File: src/rtl/exe_muldiv_if.sv
// Handshake and result bundle between the EXE stage and the HI/LO multiply/divide unit.
// The EXE stage uses the master view and the unit uses the slave view.
interface exe_muldiv_if;
    logic        start;
    logic [1:0]  op;
    logic [31:0] src_a;
    logic [31:0] src_b;
    logic        flush;
    logic        busy;
    logic        done;
    logic [31:0] hi_out;
    logic [31:0] lo_out;

    modport master (
        output start, op, src_a, src_b, flush,
        input  busy, done, hi_out, lo_out
    );

    modport slave (
        input  start, op, src_a, src_b, flush,
        output busy, done, hi_out, lo_out
    );
endinterface

File: src/rtl/exe_muldiv.sv
// Multi-cycle MULT/MULTU/DIV/DIVU unit for the EXE stage.
// Multiplies take one cycle and divides take 32 restoring iterations; the result is presented with a one-cycle done pulse.
module exe_muldiv (
    input  logic        clk,
    input  logic        rst,
    exe_muldiv_if.slave bus
);
    typedef enum logic [1:0] {
        S_IDLE = 2'd0,
        S_MUL  = 2'd1,
        S_DIV  = 2'd2,
        S_DONE = 2'd3
    } state_t;

    localparam logic [5:0] LAST_ITER = 6'd31;

    function automatic logic [31:0] magnitude(input logic [31:0] v, input logic is_signed);
        if (is_signed && v[31]) begin
            return 32'd0 - v;
        end else begin
            return v;
        end
    endfunction

    function automatic logic [31:0] apply_sign(input logic [31:0] v, input logic neg);
        if (neg) begin
            return 32'd0 - v;
        end else begin
            return v;
        end
    endfunction

    state_t      r_state;
    state_t      w_state_next;

    logic        r_mul_signed;
    logic [31:0] r_mul_a;
    logic [31:0] r_mul_b;
    logic [31:0] r_quo;
    logic [31:0] r_rem;
    logic [31:0] r_dvs;
    logic        r_neg_q;
    logic        r_neg_r;
    logic [5:0]  r_cnt;
    logic [31:0] r_hi;
    logic [31:0] r_lo;

    logic        w_accept;
    logic        w_busy;
    logic        w_done;
    logic        w_op_signed;
    logic        w_last_iter;
    logic        w_load_mul;
    logic        w_load_div;
    logic        w_fits;
    logic [32:0] w_mul_a;
    logic [32:0] w_mul_b;
    logic [63:0] w_prod;
    logic [32:0] w_shift;
    logic [31:0] w_rem_next;
    logic [31:0] w_quo_next;

    assign w_op_signed = ~bus.op[0];
    assign w_accept    = (r_state == S_IDLE) & bus.start & ~bus.flush & ~rst;
    assign w_last_iter = (r_cnt == LAST_ITER);
    assign w_load_mul  = (r_state == S_MUL) & ~bus.flush;
    assign w_load_div  = (r_state == S_DIV) & ~bus.flush & w_last_iter;

    // Extending by one bit lets the same signed multiplier serve MULT and MULTU.
    assign w_mul_a = {r_mul_signed & r_mul_a[31], r_mul_a};
    assign w_mul_b = {r_mul_signed & r_mul_b[31], r_mul_b};
    assign w_prod  = 64'($signed(w_mul_a)) * 64'($signed(w_mul_b));

    // One restoring step: the partial remainder is always below the divisor, so 32 bits hold it.
    assign w_shift    = {r_rem, r_quo[31]};
    assign w_fits     = (w_shift >= {1'b0, r_dvs});
    assign w_rem_next = w_fits ? (w_shift[31:0] - r_dvs) : w_shift[31:0];
    assign w_quo_next = {r_quo[30:0], w_fits};

    assign bus.busy   = w_busy;
    assign bus.done   = w_done;
    assign bus.hi_out = r_hi;
    assign bus.lo_out = r_lo;

    // Next-state, stall request and done pulse.
    always_comb begin
        w_state_next = r_state;
        w_busy       = 1'b0;
        w_done       = 1'b0;
        case (r_state)
            S_IDLE: begin
                w_busy = w_accept;
                if (w_accept) begin
                    if (bus.op[1]) begin
                        w_state_next = S_DIV;
                    end else begin
                        w_state_next = S_MUL;
                    end
                end else begin
                    w_state_next = S_IDLE;
                end
            end
            S_MUL: begin
                w_busy = 1'b1;
                if (bus.flush) begin
                    w_state_next = S_IDLE;
                end else begin
                    w_state_next = S_DONE;
                end
            end
            S_DIV: begin
                w_busy = 1'b1;
                if (bus.flush) begin
                    w_state_next = S_IDLE;
                end else if (w_last_iter) begin
                    w_state_next = S_DONE;
                end else begin
                    w_state_next = S_DIV;
                end
            end
            S_DONE: begin
                w_done       = ~bus.flush;
                w_state_next = S_IDLE;
            end
            default: begin
                w_state_next = S_IDLE;
            end
        endcase
    end

    // State register.
    always_ff @(posedge clk) begin
        if (rst) begin
            r_state <= S_IDLE;
        end else begin
            r_state <= w_state_next;
        end
    end

    // Operand capture and divider iteration.
    always_ff @(posedge clk) begin
        if (rst) begin
            r_mul_signed <= 1'b0;
            r_mul_a      <= 32'd0;
            r_mul_b      <= 32'd0;
            r_quo        <= 32'd0;
            r_rem        <= 32'd0;
            r_dvs        <= 32'd0;
            r_neg_q      <= 1'b0;
            r_neg_r      <= 1'b0;
            r_cnt        <= 6'd0;
        end else if (w_accept) begin
            r_mul_signed <= w_op_signed;
            r_mul_a      <= bus.src_a;
            r_mul_b      <= bus.src_b;
            r_quo        <= magnitude(bus.src_a, w_op_signed);
            r_dvs        <= magnitude(bus.src_b, w_op_signed);
            r_rem        <= 32'd0;
            r_neg_q      <= w_op_signed & (bus.src_a[31] ^ bus.src_b[31]);
            r_neg_r      <= w_op_signed & bus.src_a[31];
            r_cnt        <= 6'd0;
        end else if ((r_state == S_DIV) && !bus.flush) begin
            r_quo <= w_quo_next;
            r_rem <= w_rem_next;
            if (w_last_iter) begin
                r_cnt <= 6'd0;
            end else begin
                r_cnt <= r_cnt + 6'd1;
            end
        end else begin
            r_cnt <= 6'd0;
        end
    end

    // Result registers load only on the transition into DONE.
    always_ff @(posedge clk) begin
        if (rst) begin
            r_hi <= 32'd0;
            r_lo <= 32'd0;
        end else if (w_load_mul) begin
            r_hi <= w_prod[63:32];
            r_lo <= w_prod[31:0];
        end else if (w_load_div) begin
            r_hi <= apply_sign(w_rem_next, r_neg_r);
            r_lo <= apply_sign(w_quo_next, r_neg_q);
        end else begin
            r_hi <= r_hi;
            r_lo <= r_lo;
        end
    end
endmodule

File: src/flat_wrapper.sv
// flat-port wrapper written by rule: the top's interface ports become plain ports
module exe_muldiv_flat 
  (clk, rst, bus_start, bus_op, bus_src_a, bus_src_b, bus_flush, bus_busy, bus_done, bus_hi_out, bus_lo_out);
  exe_muldiv_if bus_i ();
  input  logic clk;
  input  logic rst;
  input wire logic [$bits(bus_i.start)-1:0] bus_start;
  input wire logic [$bits(bus_i.op)-1:0] bus_op;
  input wire logic [$bits(bus_i.src_a)-1:0] bus_src_a;
  input wire logic [$bits(bus_i.src_b)-1:0] bus_src_b;
  input wire logic [$bits(bus_i.flush)-1:0] bus_flush;
  output wire logic [$bits(bus_i.busy)-1:0] bus_busy;
  output wire logic [$bits(bus_i.done)-1:0] bus_done;
  output wire logic [$bits(bus_i.hi_out)-1:0] bus_hi_out;
  output wire logic [$bits(bus_i.lo_out)-1:0] bus_lo_out;
  assign bus_i.start = bus_start;
  assign bus_i.op = bus_op;
  assign bus_i.src_a = bus_src_a;
  assign bus_i.src_b = bus_src_b;
  assign bus_i.flush = bus_flush;
  assign bus_busy = bus_i.busy;
  assign bus_done = bus_i.done;
  assign bus_hi_out = bus_i.hi_out;
  assign bus_lo_out = bus_i.lo_out;
  exe_muldiv u_core (.clk(clk), .rst(rst), .bus(bus_i));
endmodule
File: config.mk
export PLATFORM = sky130hd
export DESIGN_NAME = exe_muldiv_flat
export DESIGN_NICKNAME = d
export VERILOG_FILES = /design/src/rtl/exe_muldiv_if.sv /design/src/rtl/exe_muldiv.sv /design/src/flat_wrapper.sv
export SDC_FILE = /design/constraint.sdc
export NUM_CORES = 2
export LEC_CHECK = 0
export CAP_MARGIN = 5
export CORE_ASPECT_RATIO = 1.75
export CORE_MARGIN = 4
export CORE_UTILIZATION = 55
export DETAILED_ROUTE_END_ITERATION = 12
export PLACE_DENSITY = 0.75
export SLEW_MARGIN = 20
export SYNTH_ARGS = -nofsm -noshare
export SYNTH_HDL_FRONTEND = slang
export SYNTH_SLANG_ARGS = --single-unit
File: constraint.sdc
create_clock -name clk -period 7.6 [get_ports clk]
set_input_delay 1.9 -clock clk [delete_from_list [all_inputs] [get_ports clk]]
set_output_delay 1.9 -clock clk [all_outputs]
set_load 0.01 [all_outputs]
* Word-level counts from Yosys, hierarchy flattened
Cells that the tools add are included.
** Storage, ports and cells
- Bits of input ports :: 70
- Register bits :: 235
** Operators by class
- Bitwise logic cells :: 15
- Add/subtract/negate cells :: 6
- Reduce and logical (&&, ||, !) cells :: 10
- Equal/unequal tests :: 4
- Multiply operators :: 1
- Multiplexer cells :: 19
- $lt $le $gt $ge :: 1
** Operator list (count)
- 32-bit two-way mux :: 11
- 1-bit by 32-bit subtractor with 32-bit output, first input constant :: 4
- 33-bit by 33-bit multiplier with 64-bit output :: 1
- 33-bit by 32-bit greater-or-equal comparator with 1-bit output :: 1
- 32-bit subtractor :: 1
- 1-bit AND :: 10
- 2-bit two-way mux :: 4
- 2-bit case mux with 4 select lines :: 1
- 6-bit by 1-bit adder with 6-bit output, second input constant :: 1
- 6-bit by 5-bit equality test with 1-bit output, second input constant :: 1
- 2-bit equality test, second input constant :: 2
- 1-bit NOT :: 4
- 2-bit nonzero test :: 2
- 2-bit OR reduction :: 2
- 4-bit OR reduction :: 1
- 1-bit logical AND :: 3
- 2-bit by 1-bit equality test with 1-bit output, second input constant :: 1
- 2-bit zero test :: 1
- 1-bit two-way mux :: 2
- 1-bit case mux with 2 select lines :: 1
- 1-bit zero test :: 1
- 1-bit bitwise XOR :: 1

* Longest topological paths before layout
- Word-level depth :: 6
- Depth in mapped cells :: 33
- Depth with buffers taken out :: 30

* Least setup slack after synthesis
No wires, ideal clock.
- Path kind :: reg2reg
- Start :: register u_core.r_mul_a[31]
- End :: register u_core.r_hi[29], in the netlist u_core.bus.hi_out[29]
- Cell stages (with the launch flop) :: 33
- Path buffers :: 3
- Slack :: -0.602 ns
- Data arrival time :: 8.088 ns
- Cells stage by stage :: dfxtp_1 > clkbuf_1 > and2_1 > clkbuf_1 > nand2_1 > inv_1 > fa_1 > inv_1 > fa_1 > inv_1 > fa_1 > fa_1 > inv_1 > fa_1 > inv_1 > fa_1 > inv_1 > fa_1 > fa_1 > inv_1 > ha_1 > clkbuf_1 > nand2_1 > nor3_1 > a21oi_1 > o21ai_0 > a221o_1 > a31oi_1 > o21ai_0 > a31oi_1 > xnor2_1 > nor2_1 > a2111oi_0
** On the way
- Longest elaborated chain between the ends :: 3
** RTL lines
- start: declaration :: line exe_muldiv.sv:37 : logic [31:0] r_mul_a;
- start signal: assignment :: line exe_muldiv.sv:154 : r_mul_a <= bus.src_a;
- 1-bit AND :: line exe_muldiv.sv:70 : assign w_mul_a = {r_mul_signed & r_mul_a[31], r_mul_a};
- 33-bit by 33-bit multiplier with 64-bit output (*) :: line exe_muldiv.sv:72 : assign w_prod = 64'($signed(w_mul_a)) * 64'($signed(w_mul_b));
- 32-bit two-way mux (*) :: line exe_muldiv.sv:180 : end else if (w_load_mul) begin
- end signal: assignment :: line exe_muldiv.sv:181 : r_hi <= w_prod[63:32];
- end signal: assignment :: line exe_muldiv.sv:184 : r_hi <= apply_sign(w_rem_next, r_neg_r);
- end signal: assignment :: line exe_muldiv.sv:187 : r_hi <= r_hi;
- end: declaration :: line exe_muldiv.sv:45 : logic [31:0] r_hi;
Every way passes the cells marked *; elsewhere a longest branch is shown, timed or not.
A chain may end at the register's enable or synchronous reset.

* Worst setup path after layout
- Start :: register u_core.r_mul_a[6]
- End :: register u_core.r_hi[28], in the netlist u_core.bus.hi_out[28]
** On the way
- Longest elaborated chain between the ends :: 2
** RTL lines (line)
- 33-bit by 33-bit multiplier with 64-bit output :: exe_muldiv.sv:72
- 32-bit two-way mux :: exe_muldiv.sv:180
Every way passes these cells.

==> flow_summary.ini <==
[outcome]
status = complete, but fails checks
violations = setup timing

[sta]
fmax_mhz = 129
period_minus_slack_ps = 7760
fin_ws_ps = -164
relSlewSlack_pct = 26.9
worstMarginPinSlew_ps = 1090
hold_slack_ps = 456
rsz0062_at_grt = yes
maxSlewViolCount = 0
skew_ps = 9.68
fin_crit_sh_pct = 102
finalSetupTns_ps = -544
setup_viol = 8
hold_violations = 0

[detailed_routing]
detail-route-antenna-nets = 0
via_count = 43100
wire_per_inst_um = 20.7
first_pass_iters = 6
drtIter0Drc = 3252
drcViolationCount = 0
vias_per_cell = 5.69
wl_um = 156000

[synth]
yosysSeqAreaShare_pct = 9.12
ys_top_cells_by_count = inv_1, fa_1, nand2_1
netlist_instances = 5931
synth_ff_type = dfxtp_1
synth_nets = 7381
netlist_area_sq_mm = 0.0514
synth_top_cell_by_area = fa_1
ys_types = 90
ys_warn_count = 0
async_reset_ff_share_pct = 0
ys_ff_latch = 234
syn_avg_cell_area_sq_um = 8.66
yosysTopAreaCellShare_pct = 43.9
yosys-top-cells-area = fa_1, dfxtp_1, inv_1
synth-edff-count = 0
synth.most_common_cell = inv_1

[critical_path]
crit_top_cell = fa_1
cp_data_required_time_ps = 7990
worstPathArrival_ps = 8160
start_kind = flop
cp_max_fo = 6
end_kind = flop
slowest_delay_ps = 570
slowest_stage = fa_1
crit_type = flop to flop

[power]
ir_drop_mv = 0.180
switching_share_pct = 39.5
power_density_mw_per_mm2 = 76.6
finalPower_mw = 4.66
p_int_mw = 2.82
seqPwrFrac_pct = 28.8
power_frac_clock_pct = 26.6
p_leak_nw = 28.5
p_sw_mw = 1.84
comb_power_share_pct = 44.6

[floorplan]
num_rows = 148
die_w_um = 239
dieArea_sq_mm = 0.0986
start_util_pct = 55.3
io_pins = 136
core_sq_mm = 0.0930
die_h_um = 412

[global_routing]
grt_pass1_wl_um = 244000
grt_max_degree = 91
antenna_found_initial = 3
grt_pass1_vias = 46200
gr-usage-all-layers_pct = 31.5
grt_overflow = 0

[clock_tree]
path_clk_slew_ps = 70
numCtsBuffers = 23
clock_path_buffers = 3
cts_tree = done
cts-root-buf = clkbuf_16
cts.sinks = 234
ctsHtreeMaxLevel = 1
insertion_delay_ps = 560

[cells_and_area]
postLayoutCellArea_sq_mm = 0.0608
nNetsFinal = 7798
fillCellCount = 7337
synthToLayoutAreaGrowth_pct = 18.3
drive_gt1_share_pct = 15.4
final_util_pct = 65.4
finalNonFillerCells = 7563

[placement]
dp_slack_ps = -589
gp_congestion = 0.981
port_buffers = 135
hpwl_um = 127000
placed_cells = 7418
place_area_sq_mm = 0.0575

[flow_run]
maxCapViolCount = 0

[worst_hold_path]
hold_path_class = flop to flop
-- cells by family after synthesis --
group                    synth area share, %
XOR/XNOR                                3.70
AO/OA/AOI/OAI                           8.98
multiplexers                           0.465
AND/OR/NAND/NOR                         16.7
flip-flops                              9.12
adder cells (fa/ha/maj)                 50.0
buffers and inverters                   11.0
-- placed cells by master, fill, tap and decap left out, types with 21 or more instances in the layout --
cell type        synthesis  layout
clkdlybuf4s50_1          0     134
inv_2                    2      37
and2_1                 360     347
nor2_1                 271     265
buf_6                    2      50
o211ai_1                21      21
or3_1                   25      24
o21ai_0                104      85
clkbuf_16                0      28
fa_2                     0      47
fa_1                  1126    1079
a21oi_1                232     209
nand2_1                995     982
ha_4                     0      28
and3_1                  32      26
nor3_1                  47      44
a211oi_1                92      86
inv_1                 1159    1120
dfxtp_4                  0      34
ha_1                   254     223
dfxtp_1                234     183
buf_12                   0      62
xor2_1                  85      80
a21o_1                  45      45
a311oi_1                40      39
buf_4                    2     471
nand3_1                 29      25
xnor2_1                130     126
-- path summary, 6_finish.rpt --
| path | depth (start not counted) | endpoint | slack (ps) | start |
|---|---|---|---|---|
| min | 1 | u_core.r_cnt[0] | 460 | u_core.r_cnt[0] |
| max reg2reg | 28 | u_core.bus.hi_out[28] | -160 | u_core.r_mul_a[6] |
| min reg2reg | 1 | u_core.r_cnt[0] | 460 | u_core.r_cnt[0] |
| max | 28 | u_core.bus.hi_out[28] | -160 | u_core.r_mul_a[6] |
-- critical path: cells and delay by family, from the launching register on --
family | cells | cell delay [ps]
buffers and inverters | 6 | 550
AND/OR/NAND/NOR | 2 | 520
flip-flops | 1 | 410
AO/OA/AOI/OAI | 11 | 1940
adder cells (fa/ha/maj) | 9 | 4170
-- timing repair --
item / in CTS / in global routing
cloned: 6 / 6
gates resized for setup: 191 / 216
hold buffers: 0 / 0
setup buffers: 36 / 63
pin swaps: 75 / 166
setup endpoints to repair: 34 / 31
-- power groups by stage --
stage                     clock (mW)  sequential [mW]  combinational, mW
after floorplan                    0             1.34               1.13
after global placement             0             1.37               1.85
after detailed placement           0             1.37               1.87
after CTS                       1.25             1.34               1.97
after global routing            1.28             1.35               2.24
final                           1.24             1.34               2.08
-- registers in the layout, indices dropped and copies added, names as in the netlist --
name                 cells
u_core.r_mul_a          32
u_core.r_neg_q           1
u_core.bus.hi_out       32
u_core.r_state           2
u_core.r_neg_r           1
u_core.r_rem            32
u_core.r_quo            32
u_core.r_cnt             6
u_core.r_mul_signed      1
u_core.r_mul_b          31
u_core.bus.lo_out       32
u_core.r_dvs            32
-- layer usage --
layer | up-vias | wire (um) | track usage, %
li1 | 18900 | - | -
met1 | 21700 | 54900 | 37.6
met2 | 1932 | 79100 | 55.3
met3 | 565 | 10600 | 3.35
met4 | 2 | 11700 | 17.4
met5 | - | 13 | 0
-- cell type report --
class / instances / area [sq um] / area share (%)
sequential: 234 / 4830 / 7.95
multi-input combinational: 4193 / 42200 / 69.5
timing repair buffer: 734 / 7080 / 11.6
clock buffer: 27 / 611 / 1.00
inverter: 1162 / 4380 / 7.20
clock inverter: 12 / 156 / 0.257
tap: 1200 / 1500 / 2.47
antenna: 1 / 2.50 / 0.00412
Power figures use the tool's default switching activity.
